**config.mk**
```make
export PLATFORM = sky130hd
export DESIGN_NAME = instruction_fetch_unit
export DESIGN_NICKNAME = d
export VERILOG_FILES = /design/src/rtl/instruction_fetch_unit.sv
export SDC_FILE = /design/constraint.sdc
export NUM_CORES = 1
export LEC_CHECK = 0
export ABC_AREA = 1
export ABC_CLOCK_PERIOD_IN_PS = 10100
export CAP_MARGIN = 10
export CORE_ASPECT_RATIO = 1.25
export CORE_UTILIZATION = 58
export DETAILED_ROUTE_END_ITERATION = 8
export PLACE_DENSITY = 0.95
export SYNTH_ARGS = -nofsm -noshare
export SYNTH_HDL_FRONTEND = slang
export SYNTH_SLANG_ARGS = --single-unit
```
**constraint.sdc**
```tcl
create_clock -name clk -period 10.1 [get_ports clk]
set_input_delay 1.01 -clock clk [delete_from_list [all_inputs] [get_ports clk]]
set_output_delay 1.01 -clock clk [all_outputs]
set_load 0.03 [all_outputs]
```
**src/rtl/instruction_fetch_unit.sv**
```systemverilog
// Instruction fetch unit: issues word fetches to imem, buffers responses
// in a small prefetch FIFO and hands them to the decoder with redirect support.
module instruction_fetch_unit #(
    parameter int ADDR_WIDTH = 32,
    parameter int FIFO_DEPTH = 4,
    parameter int CNT_WIDTH  = 16
) (
    input  logic                  clk,
    input  logic                  rst_n,
    input  logic                  start,
    input  logic [ADDR_WIDTH-1:0] start_pc,
    input  logic [CNT_WIDTH-1:0]  instr_count,
    input  logic                  flush,
    input  logic [ADDR_WIDTH-1:0] flush_pc,
    output logic                  imem_req_valid,
    input  logic                  imem_req_ready,
    output logic [ADDR_WIDTH-1:0] imem_req_addr,
    input  logic                  imem_rsp_valid,
    input  logic [31:0]           imem_rsp_data,
    output logic [31:0]           instruction,
    output logic                  valid,
    input  logic                  ready,
    output logic                  busy,
    output logic                  done
);

    localparam int IW = $clog2(FIFO_DEPTH);
    localparam int PW = IW + 1;
    localparam int SW = PW + 2;

    typedef enum logic [1:0] {
        S_IDLE,
        S_FETCH,
        S_FINISH
    } state_t;

    state_t                state_q, state_d;
    logic [ADDR_WIDTH-1:0] pc_q, pc_d;
    logic [CNT_WIDTH-1:0]  rem_q, rem_d;
    logic [PW-1:0]         live_q, live_d;
    logic [PW-1:0]         stale_q, stale_d;
    logic [PW-1:0]         cnt_q, cnt_d;
    logic [IW-1:0]         rd_q, rd_d;
    logic [IW-1:0]         wr_q, wr_d;
    logic [31:0]           mem_q [FIFO_DEPTH];
    logic [31:0]           mem_d [FIFO_DEPTH];

    logic [SW-1:0] in_flight;
    logic [SW-1:0] occupied;
    logic          do_flush;
    logic          req_ok;
    logic          fire;
    logic          rsp_live;
    logic          push;
    logic          pop;

    assign valid          = cnt_q != '0;
    assign instruction    = valid ? mem_q[rd_q] : 32'd0;
    assign busy           = state_q != S_IDLE;
    assign done           = state_q == S_FINISH;
    assign imem_req_addr  = pc_q;
    assign imem_req_valid = req_ok;

    always_comb begin
        in_flight = SW'(cnt_q) + SW'(live_q);
        occupied  = in_flight + SW'(stale_q);
        do_flush  = flush && (state_q == S_FETCH);
        // Never ask for more words than the run still needs or the FIFO can hold.
        req_ok    = (state_q == S_FETCH) && !flush
                    && (rem_q > CNT_WIDTH'(in_flight))
                    && (occupied < SW'(FIFO_DEPTH));
        fire      = req_ok && imem_req_ready;
        rsp_live  = imem_rsp_valid && (stale_q == '0);
        push      = rsp_live && !do_flush;
        pop       = valid && ready;

        state_d = state_q;
        pc_d    = pc_q;
        rem_d   = rem_q;
        live_d  = live_q;
        stale_d = stale_q;
        cnt_d   = cnt_q;
        rd_d    = rd_q;
        wr_d    = wr_q;
        mem_d   = mem_q;

        if (do_flush) begin
            stale_d = stale_q + live_q - PW'(imem_rsp_valid);
            live_d  = '0;
        end else begin
            stale_d = stale_q - PW'(imem_rsp_valid && !rsp_live);
            live_d  = live_q + PW'(fire) - PW'(rsp_live);
        end

        if (push) begin
            mem_d[wr_q] = imem_rsp_data;
        end
        if (do_flush) begin
            cnt_d = '0;
            rd_d  = '0;
            wr_d  = '0;
        end else begin
            cnt_d = cnt_q + PW'(push) - PW'(pop);
            rd_d  = rd_q + IW'(pop);
            wr_d  = wr_q + IW'(push);
        end

        if (pop) begin
            rem_d = rem_q - 1'b1;
        end
        if (fire) begin
            pc_d = pc_q + ADDR_WIDTH'(4);
        end
        if (do_flush) begin
            pc_d = flush_pc;
        end

        unique case (state_q)
            S_IDLE: begin
                if (start) begin
                    pc_d    = start_pc;
                    rem_d   = instr_count;
                    state_d = (instr_count == '0) ? S_FINISH : S_FETCH;
                end
            end
            S_FETCH: begin
                if (rem_d == '0) begin
                    state_d = S_FINISH;
                end
            end
            S_FINISH: state_d = S_IDLE;
            default:  state_d = S_IDLE;
        endcase
    end

    always_ff @(posedge clk or negedge rst_n) begin
        if (!rst_n) begin
            state_q <= S_IDLE;
            pc_q    <= '0;
            rem_q   <= '0;
            live_q  <= '0;
            stale_q <= '0;
            cnt_q   <= '0;
            rd_q    <= '0;
            wr_q    <= '0;
            for (int i = 0; i < FIFO_DEPTH; i++) begin
                mem_q[i] <= '0;
            end
        end else begin
            state_q <= state_d;
            pc_q    <= pc_d;
            rem_q   <= rem_d;
            live_q  <= live_d;
            stale_q <= stale_d;
            cnt_q   <= cnt_d;
            rd_q    <= rd_d;
            wr_q    <= wr_d;
            mem_q   <= mem_d;
        end
    end

endmodule

```
# After elaboration in Yosys (flattened, before gate mapping)
# Cells that the tools add are included.
classes:
  n_addsub: 13
  order_cmp: 5
  n_eq_ne: 4
  n_mux: 23
  n_bitwise: 2
  reduce_logical: 20
ops:
  columns: ["cell", "n"]
  rows:
  - ["$mux 32", 8]
  - ["$bwmux 128", 1]
  - ["$bmux 32 s2", 1]
  - ["$demux 32 s2", 1]
  - ["$mux 16", 3]
  - ["$add 32x3->32 const B", 1]
  - ["$logic_not 16->1", 2]
  - ["$gt 16x4->1", 1]
  - ["$sub 16x1->16 const B", 1]
  - ["$sub 3x1->3", 4]
  - ["$logic_and 1x1->1", 10]
  - ["$mux 2", 5]
  - ["$mux 3", 3]
  - ["$add 3x1->3", 2]
  - ["$ge 3x3->1 const B", 2]
  - ["$not 2->3", 2]
  - ["$add 4x3->5", 1]
  - ["$lt 5x3->1 const B", 1]
  - ["$add 2x1->2", 2]
  - ["$add 3x3->4", 1]
  - ["$pmux 2 s2", 1]
  - ["$add 3x3->3", 1]
  - ["$logic_not 1->1", 3]
  - ["$logic_not 3->1", 1]
  - ["9 further kinds", 9]
word_totals:
  register_bits: 191
  input_bits: 119
  out_inout_bits: 68
  word_cells: 79

# Depth between registers and ports, before layout
logic_depth:
  ltp_word: 9
  depth_mapped: 19

# Worst setup path after synthesis
# OpenSTA, ideal clock, no wires.
synth_path:
  kind: "reg-to-reg"
  start: "register live_q[0]"
  end: "register live_q[1]"
  setup_time_ps: 63
  t_arrival_ps: 3398
  setup_slack_ps: 6639
  stages_incl_launch_ff: 18
  path_buffers: 1
  period_less_slack_ps: 3461
  cell_sequence: "dfrtp_1 -> ha_1 -> fa_1 -> xnor2_1 -> inv_1 -> ha_1 -> nor3_2 -> nand3_1 -> nor2_4 -> nand4_4 -> buf_4 -> ha_1 -> inv_1 -> ha_1 -> inv_1 -> fa_1 -> or2_2 -> inv_1"
synth_between:
  elab_chain_len: 8
  word_cells_on_any_way: 10
  cone_classes: "add/sub: 4; order compare: 2; mux: 1; reduce/logical: 3"
synth_lines:
  columns: ["item", "line", "text"]
  rows:
  - ["start, declared", "40", "logic [PW-1:0] live_q, live_d;"]
  - ["start signal, assigned", "153", "live_q <= live_d;"]
  - ["$add 3x3->4", "65", "in_flight = SW'(cnt_q) + SW'(live_q);"]
  - ["$add 4x3->5 or $gt 16x4->1 (tied branches)", "66, 70", null]
  - ["$lt 5x3->1 or $logic_and 1x1->1 (tied branches)", "71, 70", null]
  - ["$logic_and 1x1->1", "71", "&& (occupied < SW'(FIFO_DEPTH));"]
  - ["$logic_and 1x1->1", "72", "fire = req_ok && imem_req_ready;"]
  - ["$add 3x1->3 *", "92", "live_d = live_q + PW'(fire) - PW'(rsp_live);"]
  - ["$sub 3x1->3 *", "92", null]
  - ["$mux 3 *", "87", "if (do_flush) begin"]
  - ["via live_d[1]", "40", null]
# The timed path passes the listed nets; every way through them passes the cells marked *.
# A chain may end at the register's enable or synchronous reset.

# Worst setup path after layout
layout_path:
  start: "register live_q[0]"
  end: "output port imem_req_valid"
layout_between:
  elab_chain_len: 4
  word_cells_on_any_way: 6
  cone_classes: "add/sub: 2; order compare: 2; reduce/logical: 2"
layout_lines:
  columns: ["item", "line", "text"]
  rows:
  - ["$add 3x3->4 *", "65", null]
  - ["$add 4x3->5 or $gt 16x4->1 (tied branches)", "66, 70", null]
  - ["$lt 5x3->1 or $logic_and 1x1->1 (tied branches)", "71, 70", null]
  - ["$logic_and 1x1->1 *", "71", null]
  - ["end, declared", "15", "output logic imem_req_valid,"]
# Mark *: on every way between the ends. The rest lies on a longest branch, timed or not.

==> impl_metrics.toml <==
[flow_run]
max_cap_viols = 0

[clocking]
cts_tree = "done"
tritoncts_buffer_count = 17
cts_setup_buffers = 0
number_of_h_tree_levels = 4
clk_transition_reported_paths_ns = 0.08
cts.repair.resized = 0
cts-hold-fix-buffers = 0
cell_at_the_root_of_the_clock_tree = "sky130_fd_sc_hd__clkbuf_16"
clock_insertion_delay_worst_skew_ns = 0.44
ctsLongestPathBuffers = 2
cts.sink_count = 191

[power_and_ir_drop]
leakage_uw = 0.00634
sequential_share_of_power_pct = 31.2
cellPowerDensity_mw_per_mm2 = 328
p_sw_share_pct = 47.0
clock_power_share_pct = 16.2
cellInternalPower_uw = 2310
vdd_ir_drop_max_v = 0.000225
p_sw_uw = 2040
comb_pwr_share_pct = 52.6

[synthesis]
syn-cell-area_mm2 = 0.0107
leading_cell_types_by_total_area_after_synthesis = "sky130_fd_sc_hd__dfrtp_1 (45%), sky130_fd_sc_hd__nand2_1 (15%), sky130_fd_sc_hd__nor2_1 (8.8%)"
synth-xor-area-share_pct = 2.77
largest_family_of_logic_cells_by_synthesized_area = "simple AND/OR/NAND/NOR gates"
synthMostInstantiatedCell = "sky130_fd_sc_hd__nand2_1"
ys_top_cells_by_count = "sky130_fd_sc_hd__nand2_1 (417), sky130_fd_sc_hd__nor2_1 (253), sky130_fd_sc_hd__dfrtp_1 (191)"
post_synth_fa_ha_maj_area_fraction_pct = 3.42
syn_avg_cell_area_um2 = 7.24
most_used_dff_post_synth = "sky130_fd_sc_hd__dfrtp_1"
synthSimpleGateAreaFrac_pct = 28.5
cell_type_contributing_the_most_total_cell_area_after_synthesis = "sky130_fd_sc_hd__dfrtp_1"
synth-seq-cells = 191
synth_fp_nets = 1629
synth_cells = 1483
synth-compound-area-share_pct = 13.6
post-synth-top-area-fraction_pct = 44.5
synth_edf_count = 0
synth.yosys.warnings = 0
post_synth_mux_area_share_pct = 0.0932
async_flop_share_pct = 100
synth_seq_area_share_pct = 44.5
synth.distinct_cells = 39

[timing]
setup_tns_ns = 0
finalHoldViolations = 0
timing.final.setup_violations = 0
worst_slew_margin_pct = 21.7
finalClockSkew_ns = 0.0153
grt_setup_unrepaired = "false"
drv_slew = 0
hold_slack_ns = 0.477
min_period_ns = 4.55
maxClockFrequency_mhz = 220
final_min_period_over_clock_period_pct = 45.0
worst_slew_pin_slew_ns = 1.17

[status]
run_status = "complete, no violations"

[final_layout]
post-route-util_pct = 73.2
drive_gt1_share_pct = 4.03
nNetsFinal = 1769
area_growth_pct = 23.4
fillers = 1350
diodes = 0

[worst_setup_path]
rr_startpoint = "live_q[0]"
setup.worst_path.end_class = "output port"
timing.critical_path.fanout_max = 4
cp_data_arrival_time_ns = 3.54
required_ns = 9.09
crit_path_start = "live_q[0]"
timing.setup.critical_path_class = "reg2out"
critical_path.startpoint_type = "flop"

[global_route]
antenna_found_initial = 0
grt_start_max_net_pins = 80
grt_usage_pct = 32.0
grt_pass1_wl_um = 48100
grt_pass1_vias = 10479
globalRoute.totalOverflow = 0

[drt]
detail_route.first_pass.iterations = 5
avgViaCountPerCell = 5.62
drc_errors = 0
final_wirelength_um = 29500
dr.first_iter.drc_count = 802
route.antenna.remaining_nets = 0
dr_total_vias = 10475
avgRoutedWirePerCell_um = 15.8

[die]
die_height_um = 154
floorplan.rows = 55
die_area_mm2 = 0.0191
die_w_um = 124
initial_core_util_pct = 59.3
core_area_mm2 = 0.0181
top_level_ports = 187

[placement]
io_buffers = 186
dpl.hpwl_um = 19200
gpl.final_weighted_congestion = 0.938

[hold_path]
holdCritPathClass = "in2async"
[per-stage QoR]
stage          cells  area [um^2]  total power (uW)  setup WS [ns]
6_report        1864        13300              4350           5.55
5_1_grt         1864        13300              4660           5.39
4_1_cts         1864        13300              4340           5.55
3_5_place_dp    1832        12600              3590           5.66
3_3_place_gp    1832        12600              3510           5.81
2_1_floorplan   1483        10700              2810           6.64
[state kept, by name, summed over array words and instances, names as in the netlist]
register       count
mem_q            128
wr_q               2
rd_q               2
state_q            2
live_q             3
stale_q            3
cnt_q              3
rem_q             16
imem_req_addr     32
[layout make-up]
cell class	instances	area (um^2)	share of cell area, %
multi-input cells	1101	5200	39.3
flip-flops and latches	191	4780	36.1
repair buffers	194	1920	14.5
inverters	118	443	3.34
clock buffers	17	425	3.21
well taps	228	285	2.15
clock inverters	15	193	1.45
[power by group through the flow]
stage | logic, uW | registers [uW] | clock network (uW)
global route | 2530 | 1390 | 739
finish | 2290 | 1350 | 705
detailed placement | 2240 | 1350 | 0
global placement | 2170 | 1340 | 0
floorplan | 1430 | 1390 | 0
CTS | 2280 | 1340 | 716
[final timing paths]
| kind | endpoint | slack (ns) | depth (start not counted) |
|---|---|---|---|
| max | imem_req_valid | 5.55 | 11 |
| min | state_q[1] | 0.48 | 1 |
| max reg2reg | live_q[1] | 5.87 | 16 |
| min reg2reg | mem_q[19] | 0.49 | 2 |
| max in group asynchronous | rd_q[0] | 7.39 | 3 |
| min in group clk | mem_q[19] | 0.49 | 2 |
[critical path: stages (launching register included)]
cell and delay, ns:
sky130_fd_sc_hd__dfrtp_1 0.44, sky130_fd_sc_hd__ha_1 0.24, sky130_fd_sc_hd__fa_1 0.38, sky130_fd_sc_hd__xnor2_1 0.21
sky130_fd_sc_hd__inv_1 0.08, sky130_fd_sc_hd__ha_1 0.32, sky130_fd_sc_hd__nor3_2 0.20, sky130_fd_sc_hd__nand3_1 0.17
sky130_fd_sc_hd__nor2_4 0.17, sky130_fd_sc_hd__nand3_2 0.11, sky130_fd_sc_hd__inv_1 0.08, sky130_fd_sc_hd__clkdlybuf4s50_1 0.70
[cells by family after synthesis]
| kind of cell | count (synthesis) |
|---|---|
| xor gates and xnor gates | 34 |
| AOI/OAI and AO/OA | 286 |
| DFF | 191 |
| adders and majority gates | 27 |
| buffers and inverters | 191 |
| muxes | 1 |
| and+or+nand+nor | 753 |
[cell usage in the layout (no fill, tap or decap), drive strengths merged, types with 9 or more instances in the layout]
| cell | count |
|---|---|
| a21oi | 62 |
| a31oi | 9 |
| buf | 9 |
| clkbuf | 17 |
| clkdlybuf4s50 | 185 |
| dfrtp | 191 |
| ha | 23 |
| inv | 125 |
| nand2 | 420 |
| nand3 | 32 |
| nand3b | 10 |
| nand4 | 10 |
| nor2 | 258 |
| nor3 | 17 |
| o21ai | 211 |
| xnor2 | 14 |
| xor2 | 20 |
[metal layers]
metal  track usage [%]  vias up  part of all wire, %
li1                  -     5000                    -
met1              37.5     4867                   39
met2              55.9      523                   50
met3              5.75       85                  8.0
met4              14.7        0                  3.3
met5                 0        -                    0
Note: power is estimated with default switching activity, not from simulation.
